### src/rtl/id_ex_hazard_reg.sv
// ID/EX pipeline register with load-use hazard detection.
// A load in EX whose destination is read by the ID instruction forces a one-cycle bubble.
module id_ex_hazard_reg #(
    parameter int DATA_W = 32,
    parameter int CNT_W  = 32
) (
    input  logic              clk,
    input  logic              rst_n,
    input  logic              hold,
    input  logic              flush,
    input  logic [4:0]        id_RsAddr,
    input  logic [4:0]        id_RtAddr,
    input  logic [4:0]        id_RdAddr,
    input  logic              id_UsesRs,
    input  logic              id_UsesRt,
    input  logic [DATA_W-1:0] id_RsData,
    input  logic [DATA_W-1:0] id_RtData,
    input  logic [DATA_W-1:0] id_Imm32,
    input  logic [3:0]        id_ALUCtrl,
    input  logic              id_RegDst,
    input  logic              id_ALUSrc,
    input  logic              id_MemtoReg,
    input  logic              id_RegWrite,
    input  logic              id_MemRead,
    input  logic              id_MemWrite,
    output logic [4:0]        ex_RsAddr,
    output logic [4:0]        ex_RtAddr,
    output logic [4:0]        ex_RdAddr,
    output logic              ex_UsesRs,
    output logic              ex_UsesRt,
    output logic [DATA_W-1:0] ex_RsData,
    output logic [DATA_W-1:0] ex_RtData,
    output logic [DATA_W-1:0] ex_Imm32,
    output logic [3:0]        ex_ALUCtrl,
    output logic              ex_RegDst,
    output logic              ex_ALUSrc,
    output logic              ex_MemtoReg,
    output logic              ex_RegWrite,
    output logic              ex_MemRead,
    output logic              ex_MemWrite,
    output logic [4:0]        ex_RegWriteAddr,
    output logic              stall,
    output logic [CNT_W-1:0]  stall_count
);

    typedef struct packed {
        logic [4:0]        rs_addr;
        logic [4:0]        rt_addr;
        logic [4:0]        rd_addr;
        logic              uses_rs;
        logic              uses_rt;
        logic [DATA_W-1:0] rs_data;
        logic [DATA_W-1:0] rt_data;
        logic [DATA_W-1:0] imm32;
        logic [3:0]        alu_ctrl;
        logic              reg_dst;
        logic              alu_src;
        logic              mem_to_reg;
        logic              reg_write;
        logic              mem_read;
        logic              mem_write;
    } idex_t;

    localparam idex_t      BUBBLE   = '0;
    localparam logic [CNT_W-1:0] CNT_MAX  = {CNT_W{1'b1}};
    localparam logic [CNT_W-1:0] CNT_ONE  = {{(CNT_W-1){1'b0}}, 1'b1};

    idex_t            id_bundle_s;
    idex_t            ex_r;
    logic [CNT_W-1:0] stall_count_r;
    logic [4:0]       ex_dest_s;
    logic             rs_match_s;
    logic             rt_match_s;
    logic             hz_s;

    // Gather the decoded ID-stage fields into one bundle for the register.
    always_comb begin
        id_bundle_s            = BUBBLE;
        id_bundle_s.rs_addr    = id_RsAddr;
        id_bundle_s.rt_addr    = id_RtAddr;
        id_bundle_s.rd_addr    = id_RdAddr;
        id_bundle_s.uses_rs    = id_UsesRs;
        id_bundle_s.uses_rt    = id_UsesRt;
        id_bundle_s.rs_data    = id_RsData;
        id_bundle_s.rt_data    = id_RtData;
        id_bundle_s.imm32      = id_Imm32;
        id_bundle_s.alu_ctrl   = id_ALUCtrl;
        id_bundle_s.reg_dst    = id_RegDst;
        id_bundle_s.alu_src    = id_ALUSrc;
        id_bundle_s.mem_to_reg = id_MemtoReg;
        id_bundle_s.reg_write  = id_RegWrite;
        id_bundle_s.mem_read   = id_MemRead;
        id_bundle_s.mem_write  = id_MemWrite;
    end

    // Load-use detection against the instruction currently held in EX.
    always_comb begin
        if (ex_r.reg_dst) begin
            ex_dest_s = ex_r.rd_addr;
        end else begin
            ex_dest_s = ex_r.rt_addr;
        end
        rs_match_s = id_UsesRs && (id_RsAddr == ex_dest_s);
        rt_match_s = id_UsesRt && (id_RtAddr == ex_dest_s);
        // Writes to $0 are discarded, so a load into $0 never creates a dependence.
        hz_s = ex_r.mem_read && (ex_dest_s != 5'd0) && (rs_match_s || rt_match_s);
    end

    // ID/EX register and bubble counter: hold > flush > hazard > advance.
    always_ff @(posedge clk or negedge rst_n) begin
        if (!rst_n) begin
            ex_r          <= BUBBLE;
            stall_count_r <= {CNT_W{1'b0}};
        end else if (hold) begin
            ex_r          <= ex_r;
            stall_count_r <= stall_count_r;
        end else if (flush) begin
            ex_r          <= BUBBLE;
            stall_count_r <= stall_count_r;
        end else if (hz_s) begin
            ex_r <= BUBBLE;
            if (stall_count_r != CNT_MAX) begin
                stall_count_r <= stall_count_r + CNT_ONE;
            end else begin
                stall_count_r <= stall_count_r;
            end
        end else begin
            ex_r          <= id_bundle_s;
            stall_count_r <= stall_count_r;
        end
    end

    assign stall           = hz_s && !flush && !hold;
    assign stall_count     = stall_count_r;
    assign ex_RegWriteAddr = ex_dest_s;

    assign ex_RsAddr   = ex_r.rs_addr;
    assign ex_RtAddr   = ex_r.rt_addr;
    assign ex_RdAddr   = ex_r.rd_addr;
    assign ex_UsesRs   = ex_r.uses_rs;
    assign ex_UsesRt   = ex_r.uses_rt;
    assign ex_RsData   = ex_r.rs_data;
    assign ex_RtData   = ex_r.rt_data;
    assign ex_Imm32    = ex_r.imm32;
    assign ex_ALUCtrl  = ex_r.alu_ctrl;
    assign ex_RegDst   = ex_r.reg_dst;
    assign ex_ALUSrc   = ex_r.alu_src;
    assign ex_MemtoReg = ex_r.mem_to_reg;
    assign ex_RegWrite = ex_r.reg_write;
    assign ex_MemRead  = ex_r.mem_read;
    assign ex_MemWrite = ex_r.mem_write;

endmodule
### config.mk
export PLATFORM = sky130hd
export DESIGN_NAME = id_ex_hazard_reg
export DESIGN_NICKNAME = d
export VERILOG_FILES = /design/src/rtl/id_ex_hazard_reg.sv
export SDC_FILE = /design/constraint.sdc
export NUM_CORES = 1
export LEC_CHECK = 0
export ABC_AREA = 1
export ABC_CLOCK_PERIOD_IN_PS = 1600
export BUFFER_PORTS_ARGS = -buffer_cell sky130_fd_sc_hd__buf_4
export CAP_MARGIN = 20
export CORE_ASPECT_RATIO = 1.4
export CORE_MARGIN = 10
export CORE_UTILIZATION = 37
export CTS_CLUSTER_DIAMETER = 60
export CTS_CLUSTER_SIZE = 25
export DETAILED_ROUTE_END_ITERATION = 16
export PLACE_DENSITY = 0.68
export SLEW_MARGIN = 15
export SYNTH_ARGS = -nofsm -noshare
export SYNTH_HDL_FRONTEND = slang
export SYNTH_SLANG_ARGS = --single-unit
### constraint.sdc
create_clock -name clk -period 1.6 [get_ports clk]
set_input_delay 0.08 -clock clk [delete_from_list [all_inputs] [get_ports clk]]
set_output_delay 0.08 -clock clk [all_outputs]
set_load 0.01 [all_outputs]
## After elaboration in Yosys (flattened, before gate mapping)

Cells that the tools add are included.

| word-level totals | value |
|---|---|
| register bits after elaboration | 155 |
| bits of input ports | 127 |
| output and inout port bits | 161 |
| logic and storage cells | 36 |

| cells by class | value |
|---|---|
| $add $sub $neg | 1 |
| equality and inequality tests | 3 |
| multiplexer cells | 3 |
| bitwise operators | 2 |
| reduce and logical (&&, ||, !) cells | 11 |

Operator list:

| cell | count |
|---|---|
| two-way mux 123 bit | 2 |
| adder 32 x 1 -> 32 bit, second input constant | 1 |
| inequality test 32 bit, second input constant | 1 |
| == test 5 bit | 2 |
| logical AND 1 bit | 6 |
| two-way mux 5 bit | 1 |
| nonzero test 5 bit | 1 |
| AND reduction 4 bit | 1 |
| logical NOT 1 bit | 2 |
| NOT 1 bit | 2 |
| logical OR 1 bit | 1 |

## Longest topological paths before layout

Gate-level depths: netlist of run 1.

| depth | value |
|---|---|
| word-level depth | 7 |
| gate-level depth with buffers | 15 |
| mapped depth without buffers | 12 |

## Least setup slack after synthesis of run 1

OpenSTA, ideal clock, no wires.

| timing | value |
|---|---|
| kind | flip-flop to flip-flop |
| start point | register ex_r (netlist bit ex_RegDst) |
| end point | register ex_r (netlist bit ex_Imm32[27]) |
| setup time | 0.118 ns |
| arrival | 1.650 ns |
| required time | 1.482 ns |
| setup slack | -0.169 ns |
| stages on the path, launching flop included | 14 |
| path buffers | 3 |
| clock period less this slack | 1.769 ns |
| cell sequence | dfrtp_1 buf_4 inv_6 nand2_1 nand2_1 nor2_1 nor2_1 nand3_1 nand2_2 nand2_2 buf_2 buf_4 nand3_1 nand2_1 |

| on the way | value |
|---|---|
| word-level cells in the longest chain between the ends | 7 |
| elaborated cells between the ends (all ways) | 11 |
| classes of those cells | eq/ne: 2; mux: 3; reduce/logical: 6 |

Ends and longest elaborated chain:

| what | line | source |
|---|---|---|
| from (decl) | 69 | `idex_t ex_r;` |
| from (signal assigned) | 115 | `ex_r <= ex_r;` |
| from (signal assigned) | 128 | `ex_r <= id_bundle_s;` |
| two-way mux 5 bit * | 98 | `if (ex_r.reg_dst) begin` |
| named net ex_RegWriteAddr[1] | 41 | `output logic [4:0] ex_RegWriteAddr,` |
| == test 5 bit (on tied branches) | 103, 104 |  |
| logical AND 1 bit (on tied branches) | 103, 104 |  |
| logical OR 1 bit | 106 | `hz_s = ex_r.mem_read && (ex_dest_s != 5'd0) && (rs_match_s \|\| rt_match_s);` |
| logical AND 1 bit * | 106 |  |
| two-way mux 123 bit * | 120 | `end else if (hz_s) begin` |
| two-way mux 123 bit * | 117 | `end else if (flush) begin` |

Mark *: on every way through the listed nets, which the timed path passes. The rest lies on a longest branch.
A chain may end at the register's enable or synchronous reset.

## Worst setup path after layout of run 1

| timing | value |
|---|---|
| start point | register ex_r (netlist bit ex_RegDst) |
| end point | output stall |

| on the way | value |
|---|---|
| word-level cells in the longest chain between the ends | 7 |
| elaborated cells between the ends (all ways) | 11 |
| classes of those cells | eq/ne: 2; mux: 1; reduce/logical: 8 |

Ends and longest elaborated chain:

| what | line | source |
|---|---|---|
| two-way mux 5 bit * | 98 |  |
| == test 5 bit (on tied branches) | 103, 104 |  |
| logical AND 1 bit (on tied branches) | 103, 104 |  |
| logical OR 1 bit | 106 |  |
| logical AND 1 bit * | 106 |  |
| logical AND 1 bit * (2 in series) | 133 | `assign stall = hz_s && !flush && !hold;` |
| to (decl) | 42 | `output logic stall,` |

Every way passes the cells marked *; elsewhere a longest branch is shown, timed or not.

==> flow_metrics.py, run 1 <==
metrics = {
    "run_status": {
        "status": "finished with violations",
        "violations": "setup timing",
    },
    "global_route": {
        "grt_first_pass_wirelength_microns": 48600,
        "grt_start_max_net_pins": 115,
        "busiest_layer": "met2",
        "track_usage": 0.236,
        "grt_pass1_vias": 8996,
        "antenna_found_initial": 1,
        "global_route.usage.met3": 0.0838,
        "grt_overflow": 0,
        "use_met2": 0.402,
        "grtUsageMet1": 0.249,
    },
    "logic_synthesis": {
        "ys_warn_count": 0,
        "ys_seq_area_frac": 0.538,
        "ys_top_cells_by_area": "dfrtp_1, nand2_1, nand3_1, nor2_1, xor2_1",
        "yosysUniqueCellTypes": 24,
        "synth_top_cell_by_area": "dfrtp_1",
        "syn_nets": 1038,
        "synth-seq-cells": 155,
        "synth.avg_cell_area_sq_um": 7.93,
        "synthCells": 910,
        "synth_top_area_share": 0.538,
        "synth_area_sq_um": 7220,
    },
    "route": {
        "ant_nets": 0,
        "viasPerCell": 4.97,
        "drt-total-wl_microns": 31400,
        "dr.pass1.iters": 6,
        "vias": 8388,
        "drtIter0Drc": 531,
        "drc_errors": 0,
        "wire_per_inst_microns": 18.6,
    },
    "die": {
        "die_w_microns": 138,
        "initial_utilization": 0.375,
        "fp.coreArea_sq_um": 19200,
        "fp-row-count": 60,
        "die_h_microns": 185,
        "pin_count": 288,
        "die_area_sq_um": 25600,
    },
    "cts": {
        "cts_buffers": 17,
        "cts_max_level": 4,
        "clock_sinks": 155,
        "clkLatencyLatePin_ns": 0.43,
        "ctsLongestPathBuffers": 2,
        "cts_tree": "yes",
        "clk_pin_slew_ns": 0.07,
        "cts-root-buf": "clkbuf_16",
    },
    "placed_design": {
        "dp_hpwl_microns": 20700,
        "gp_congestion": 0.960,
        "port_buffers": 287,
    },
    "sta": {
        "fin_ws_ns": -0.454,
        "tns_ns": -53.45,
        "tightestPinTransition_ns": 0.533,
        "rsz0062_at_grt": "yes",
        "fin_crit_sh": 1.28,
        "relSlewSlack": 0.645,
        "final.setup_skew_ns": 0.0102,
        "setup_viol": 159,
        "fmax_mhz": 487,
        "whs_ns": 0.112,
        "final_hold_viol_count": 0,
        "period_needed_ns": 2.05,
        "slew_violations": 0,
    },
    "final_layout": {
        "nets": 1553,
        "drive_above_1_share": 0.351,
        "multi_input_area_sq_um": 3190,
        "fillers": 1472,
        "area_growth_syn_to_layout_pct": 78.3,
        "seqCellArea_sq_um": 3880,
    },
    "power_and_ir_drop": {
        "p_int_mw": 7.51,
        "ir_worst_vdd_uv": 602,
        "pwr-share-comb": 0.197,
        "p_leak_nw": 6.95,
        "p_clk_frac": 0.385,
        "p_seq_frac": 0.417,
        "p_sw_frac": 0.283,
        "p_per_area_nw_per_um2": 814,
        "p_switching_mw": 2.96,
    },
    "setup_path": {
        "end_kind": "output port",
        "cpMostUsedCell": "buf_6",
        "cp-start-kind": "flip-flop",
        "cp_cell_sequence": "buf_12 -> inv_12 -> nand2_4 -> nand3b_1 -> nand2_1 -> nor2_1 -> nand3_1 -> nand2_2 -> nand3_2 -> buf_6 -> inv_2 -> buf_6",
        "critPathKind": "flip-flop to output port",
        "required_ns": 1.52,
        "slowest_stage": "dfrtp_2",
        "cp_max_fo": 7,
        "cp_slowest_stage_delay_ns": 0.44,
        "arrival_ns": 1.97,
        "reg2regPathDepth": 13,
    },
    "worst_hold_path": {
        "hp-class": "primary input to flip-flop",
        "whs_path_depth": 6,
    },
    "run": {
        "max_cap_violations": 0,
    },
}
metal layers:
metal | part of all wire | up-vias
li1 | - | 3916
met1 | 0.36 | 4000
met2 | 0.50 | 380
met3 | 0.087 | 92
met4 | 0.050 | 0
met5 | 0 | -
kinds of logic after synthesis:
family	Yosys count	share of synthesized area
and+or+nand+nor	632	0.367
buffers and inverters	83	0.0520
xor gates and xnor gates	29	0.0352
adders and majority gates	1	0.00173
AOI/OAI and AO/OA	10	0.00694
DFF	155	0.538
worst paths after layout:
kind                              start               to  slack [ns]
min reg2reg                ex_RsAddr[1]     ex_RsAddr[1]        0.48
max reg2reg                   ex_RegDst    ex_RsData[24]       -0.44
min in group asynchronous         rst_n  stall_count[22]        0.19
max in group asynchronous         rst_n        ex_RegDst        0.94
max                           ex_RegDst            stall       -0.45
min                               flush   stall_count[0]        0.11
final cells by class:
type | count | share of cell area
timing repair buffer | 541 | 0.369
sequential | 155 | 0.302
timing repair inverter | 1 | 0.000681
tap | 248 | 0.0241
inverter | 36 | 0.0115
clock inverter | 12 | 0.00992
antenna | 2 | 0.000389
multi-input combinational | 673 | 0.248
clock buffer | 19 | 0.0352
layout by cell type, fill, tap and decap left out, types with 13 or more instances in the layout:
cell,instances
buf_4,390
nand2_1,389
dfrtp_1,153
nand3_1,126
dlygate4sd3_1,124
nor2_1,37
inv_1,34
nand3_2,21
clkbuf_16,18
xor2_1,17
nor3_1,14
nand2_2,13
critical path, delay by kind of cell, from the launching register on:
family | cells | cell delay [ns]
AND/OR/NAND/NOR | 7 | 0.60
buffers and inverters | 5 | 0.51
flip-flops | 1 | 0.44
cell usage after synthesis:
cell	instances
buf_1	3
dfrtp_1	155
buf_6	2
nand3b_1	4
buf_4	8
ha_1	1
nor2_1	43
xor2_1	17
nand2_1	404
o21ai_0	10
or2_2	1
nand4_1	10
buf_2	11
nand2_2	4
nor3_1	14
clkbuf_1	23
nor3b_1	1
and2_1	1
xnor2_1	12
inv_1	35
nand3_1	147
inv_6	1
nand2_4	1
nor2_2	2
sequential cells by signal, indices dropped and copies added, names as in the netlist, 4 cells and up:
name	count
ex_RsAddr	5
ex_ALUCtrl	4
ex_RtAddr	5
ex_RdAddr	5
ex_Imm32	32
ex_RtData	32
ex_RsData	32
stall_count	32
what timing repair did:
item                                    CTS  global route
hold buffers                            124             0
endpoints found under the setup margin  159           160
hold endpoints to repair                278             0
gates resized for setup                  30            17
pin swaps                                 3            11
cloned                                    8             2
buffers inserted                          4             4
power groups by stage:
| stage | Sequential (mW) | Combinational, mW | Clock (mW) |
|---|---|---|---|
| 2_1_floorplan | 4.52 | 0.466 | 0 |
| 3_3_place_gp | 4.41 | 1.65 | 0 |
| 3_5_place_dp | 4.41 | 1.68 | 0 |
| 4_1_cts | 4.35 | 2.00 | 4.14 |
| 5_1_grt | 4.39 | 2.23 | 4.27 |
| 6_report | 4.37 | 2.07 | 4.03 |
metrics by stage:
| step | area [sq um] | setup WS (ns) | power [mW] | std cells | util |
|---|---|---|---|---|---|
| after floorplan | 7330 | -0.0891 | 4.98 | 910 | - |
| after global placement | 10600 | -0.201 | 6.06 | 1513 | 0.549 |
| after detailed placement | 10600 | -0.224 | 6.08 | 1513 | 0.549 |
| after CTS | 12700 | -0.426 | 10.5 | 1680 | 0.663 |
| after global routing | 12900 | -0.613 | 10.9 | 1686 | 0.669 |
| final | 12900 | -0.454 | 10.5 | 1687 | 0.669 |
Power figures use the tool's default switching activity.
==> run 2, diff against run 1 <==
- ABC_AREA: 1 -> 0
- PLACE_DENSITY: 0.68 -> 0.71
==> flow_metrics.py, run 2 <==
metrics = {
    "run": {
        "max_cap_violations": 0,
    },
    "sta": {
        "period_needed_ns": 2.64,
        "relSlewSlack": 0.592,
        "fmax_mhz": 379,
        "fin_ws_ns": -1.04,
        "fin_crit_sh": 1.65,
        "slew_violations": 0,
        "final.setup_skew_ns": 0.0130,
        "tightestPinTransition_ns": 0.612,
        "rsz0062_at_grt": "yes",
        "setup_viol": 160,
        "final_hold_viol_count": 0,
    },
    "cts": {
        "cts_buffers": 17,
        "clock_sinks": 155,
        "cts_tree": "yes",
        "clkLatencyLatePin_ns": 0.43,
        "clk_pin_slew_ns": 0.06,
        "cts-root-buf": "clkbuf_16",
        "ctsLongestPathBuffers": 2,
        "cts_max_level": 4,
    },
    "setup_path": {
        "required_ns": 1.91,
        "cp_cell_sequence": "buf_12 -> mux2i_4 -> buf_6 -> xnor2_4 -> nor4_2 -> a32oi_1 -> or2_1 -> and2_4 -> buf_4 -> buf_12 -> buf_16 -> a22o_1",
        "cp_num_cells": 12,
        "slowest_stage": "dfrtp_1",
        "arrival_ns": 2.95,
        "critPathKind": "flip-flop to flip-flop",
        "cp-start-kind": "flip-flop",
        "crit_buf_inv": 5,
        "cp_max_fo": 8,
        "r2r-start": "ex_RegDst",
        "end_kind": "flip-flop",
        "critPathTopFamily": "simple AND/OR/NAND/NOR gates",
        "reg2regPathDepth": 12,
        "crit_end": "ex_RtData[30]",
        "cp_slowest_stage_delay_ns": 0.40,
        "crit_start": "ex_RegDst",
        "r2r-end": "ex_RtData[30]",
        "rrSetupSlack_ns": -1.04,
        "cpMostUsedCell": "buf_12",
    },
    "logic_synthesis": {
        "synth_fa_ha_area_frac": 0.00204,
        "synth.avg_cell_area_sq_um": 13.5,
        "synth_area_sq_um": 6120,
        "synthCells": 454,
        "yosysUniqueCellTypes": 28,
        "syn_nets": 582,
        "synth_xor_area_frac": 0.0572,
        "ys_seq_area_frac": 0.634,
        "synth-compound-area-share": 0.179,
        "synth-seq-cells": 155,
        "synth_top_area_share": 0.634,
        "ys_top_cells_by_area": "dfrtp_1, a22o_1, xnor2_1, xor2_1, buf_6",
        "synth-edff-count": 0,
        "synth_top_family_by_area": "compound AO/OA/AOI/OAI gates",
        "ys_warn_count": 0,
        "synth_top_cell_by_area": "dfrtp_1",
        "synth_common_cells": "dfrtp_1, a22o_1, clkbuf_1",
        "ys.flop_type": "dfrtp_1",
        "yosys.area_share.simple": 0.0728,
        "synth_mux_area_frac": 0.0170,
        "synth.most_common_cell": "dfrtp_1",
        "async_flop_share": 1.00,
    },
    "power_and_ir_drop": {
        "p_per_area_nw_per_um2": 882,
        "p_leak_nw": 6.21,
        "ir_worst_vdd_uv": 545,
        "finalPower_mw": 10.6,
    },
    "final_layout": {
        "final_cell_mix": "buf_4, dfrtp_1, dlygate4sd3_1",
        "drive_above_1_share": 0.493,
        "nets": 1088,
        "mostFrequentLayoutCell": "buf_4",
        "area_growth_syn_to_layout_pct": 95.8,
        "final-instance-count-excl-fill": 1175,
    },
    "global_route": {
        "grt_pass1_vias": 6932,
        "grt_start_max_net_pins": 125,
        "antenna_found_initial": 0,
        "grt_overflow": 0,
        "track_usage": 0.232,
        "grt_first_pass_wirelength_microns": 39700,
    },
    "die": {
        "pin_count": 288,
        "die_w_microns": 129,
        "fp.coreArea_sq_um": 16200,
        "initial_utilization": 0.377,
        "die_h_microns": 172,
        "die_area_sq_um": 22200,
        "fp-row-count": 55,
    },
    "placed_design": {
        "port_buffers": 287,
        "dpl.cell_count": 983,
        "dp_hpwl_microns": 15800,
        "gp_congestion": 0.873,
    },
    "route": {
        "viasPerCell": 5.21,
        "drtIter0Drc": 406,
        "dr.pass1.iters": 4,
        "drc_errors": 0,
        "vias": 6117,
        "ant_nets": 0,
        "wire_per_inst_microns": 22.9,
        "drt-total-wl_microns": 26900,
    },
    "worst_hold_path": {
        "hp-class": "primary input to async pin",
    },
    "run_status": {
        "violations": "setup timing",
        "status": "finished with violations",
    },
}
[run 2: cell count changes after synthesis, moves of 7 or more]
cell	change
inv_1	-29
nand2_1	-390
xnor2_1	+10
buf_2	-7
buf_4	-8
nor3_1	-8
nand3_1	-135
buf_6	+7
o21ai_0	-8
a22o_1	+123
nor2_1	-37
and3_1	+13
nor4_1	+13
[run 2: report_power, final]
part           total (mW)  internal [mW]  switching (mW)  leakage (nW)
Clock                4.11           2.44            1.67         0.283
Sequential           4.35           4.17           0.181          2.04
Combinational        2.10           1.23           0.870          3.89
Total                10.6           7.84            2.72          6.21
[run 2: worst register-to-register path, stage by stage, from the launching register on]
cell and delay [ns]:
dfrtp_1 0.40, buf_12 0.16, mux2i_4 0.19, buf_6 0.14
xnor2_4 0.13, nor4_2 0.27, a32oi_1 0.12, or2_1 0.29
and2_4 0.21, buf_4 0.15, buf_12 0.13, buf_16 0.14
a22o_1 0.21
[run 2: stage by stage]
stage	TNS [ns]	instance area [sq um]	hold slack, ns	worst slack, ns	utilization
2_1_floorplan	-121.67	6210	-0.216	-0.857	-
3_3_place_gp	-106.77	9060	-0.0233	-0.740	0.558
3_5_place_dp	-117.22	9060	-0.0189	-0.861	0.558
4_1_cts	-136.68	11800	0.0949	-0.997	0.729
5_1_grt	-160.91	12000	0.119	-1.15	0.737
6_report	-142.20	12000	0.101	-1.04	0.738
[run 2: cell type report]
cell class	instances	area [sq um]
multi-input combinational	256	2440
tap	199	249
antenna	3	7.51
fill	971	4260
inverter	6	27.5
clock buffer	21	470
timing repair buffer	524	4770
sequential	155	3880
clock inverter	11	134
[run 2: kinds of logic (layout without fill, tap and decap cells)]
| logic type | count (synthesis) | after routing |
|---|---|---|
| adders and majority gates | 1 | 1 |
| and+or+nand+nor | 82 | 82 |
| DFF | 155 | 155 |
| buffers and inverters | 43 | 562 |
| muxes | 7 | 7 |
| xor gates and xnor gates | 40 | 40 |
| AOI/OAI and AO/OA | 126 | 126 |
| other | 0 | 3 |
[run 2: worst min-delay path by stage]
stage / slack, ns / cells after the start / end
2_1_floorplan: -0.22 / 0 / ex_ALUCtrl[0]
3_3_place_gp: -0.02 / 1 / stall_count[20]
3_5_place_dp: -0.02 / 1 / stall_count[20]
4_1_cts: 0.09 / 2 / stall_count[20]
5_1_grt: 0.12 / 2 / stall_count[20]
6_report: 0.10 / 2 / stall_count[20]
[run 2: per-layer routing]
| layer | part of all wire | global-route usage |
|---|---|---|
| met1 | 0.36 | 0.242 |
| met2 | 0.55 | 0.425 |
| met3 | 0.063 | 0.0570 |
| met4 | 0.029 | 0.109 |
| met5 | 0 | 0 |
[run 2: repair_timing]
action                     4_1_cts  5_1_grt
gates cloned                    14        1
setup endpoints to repair      160      161
pin swaps                       38       34
resized for setup               82       34
hold endpoints to repair       278        0
setup buffers                   19       10
hold buffers                   124        0
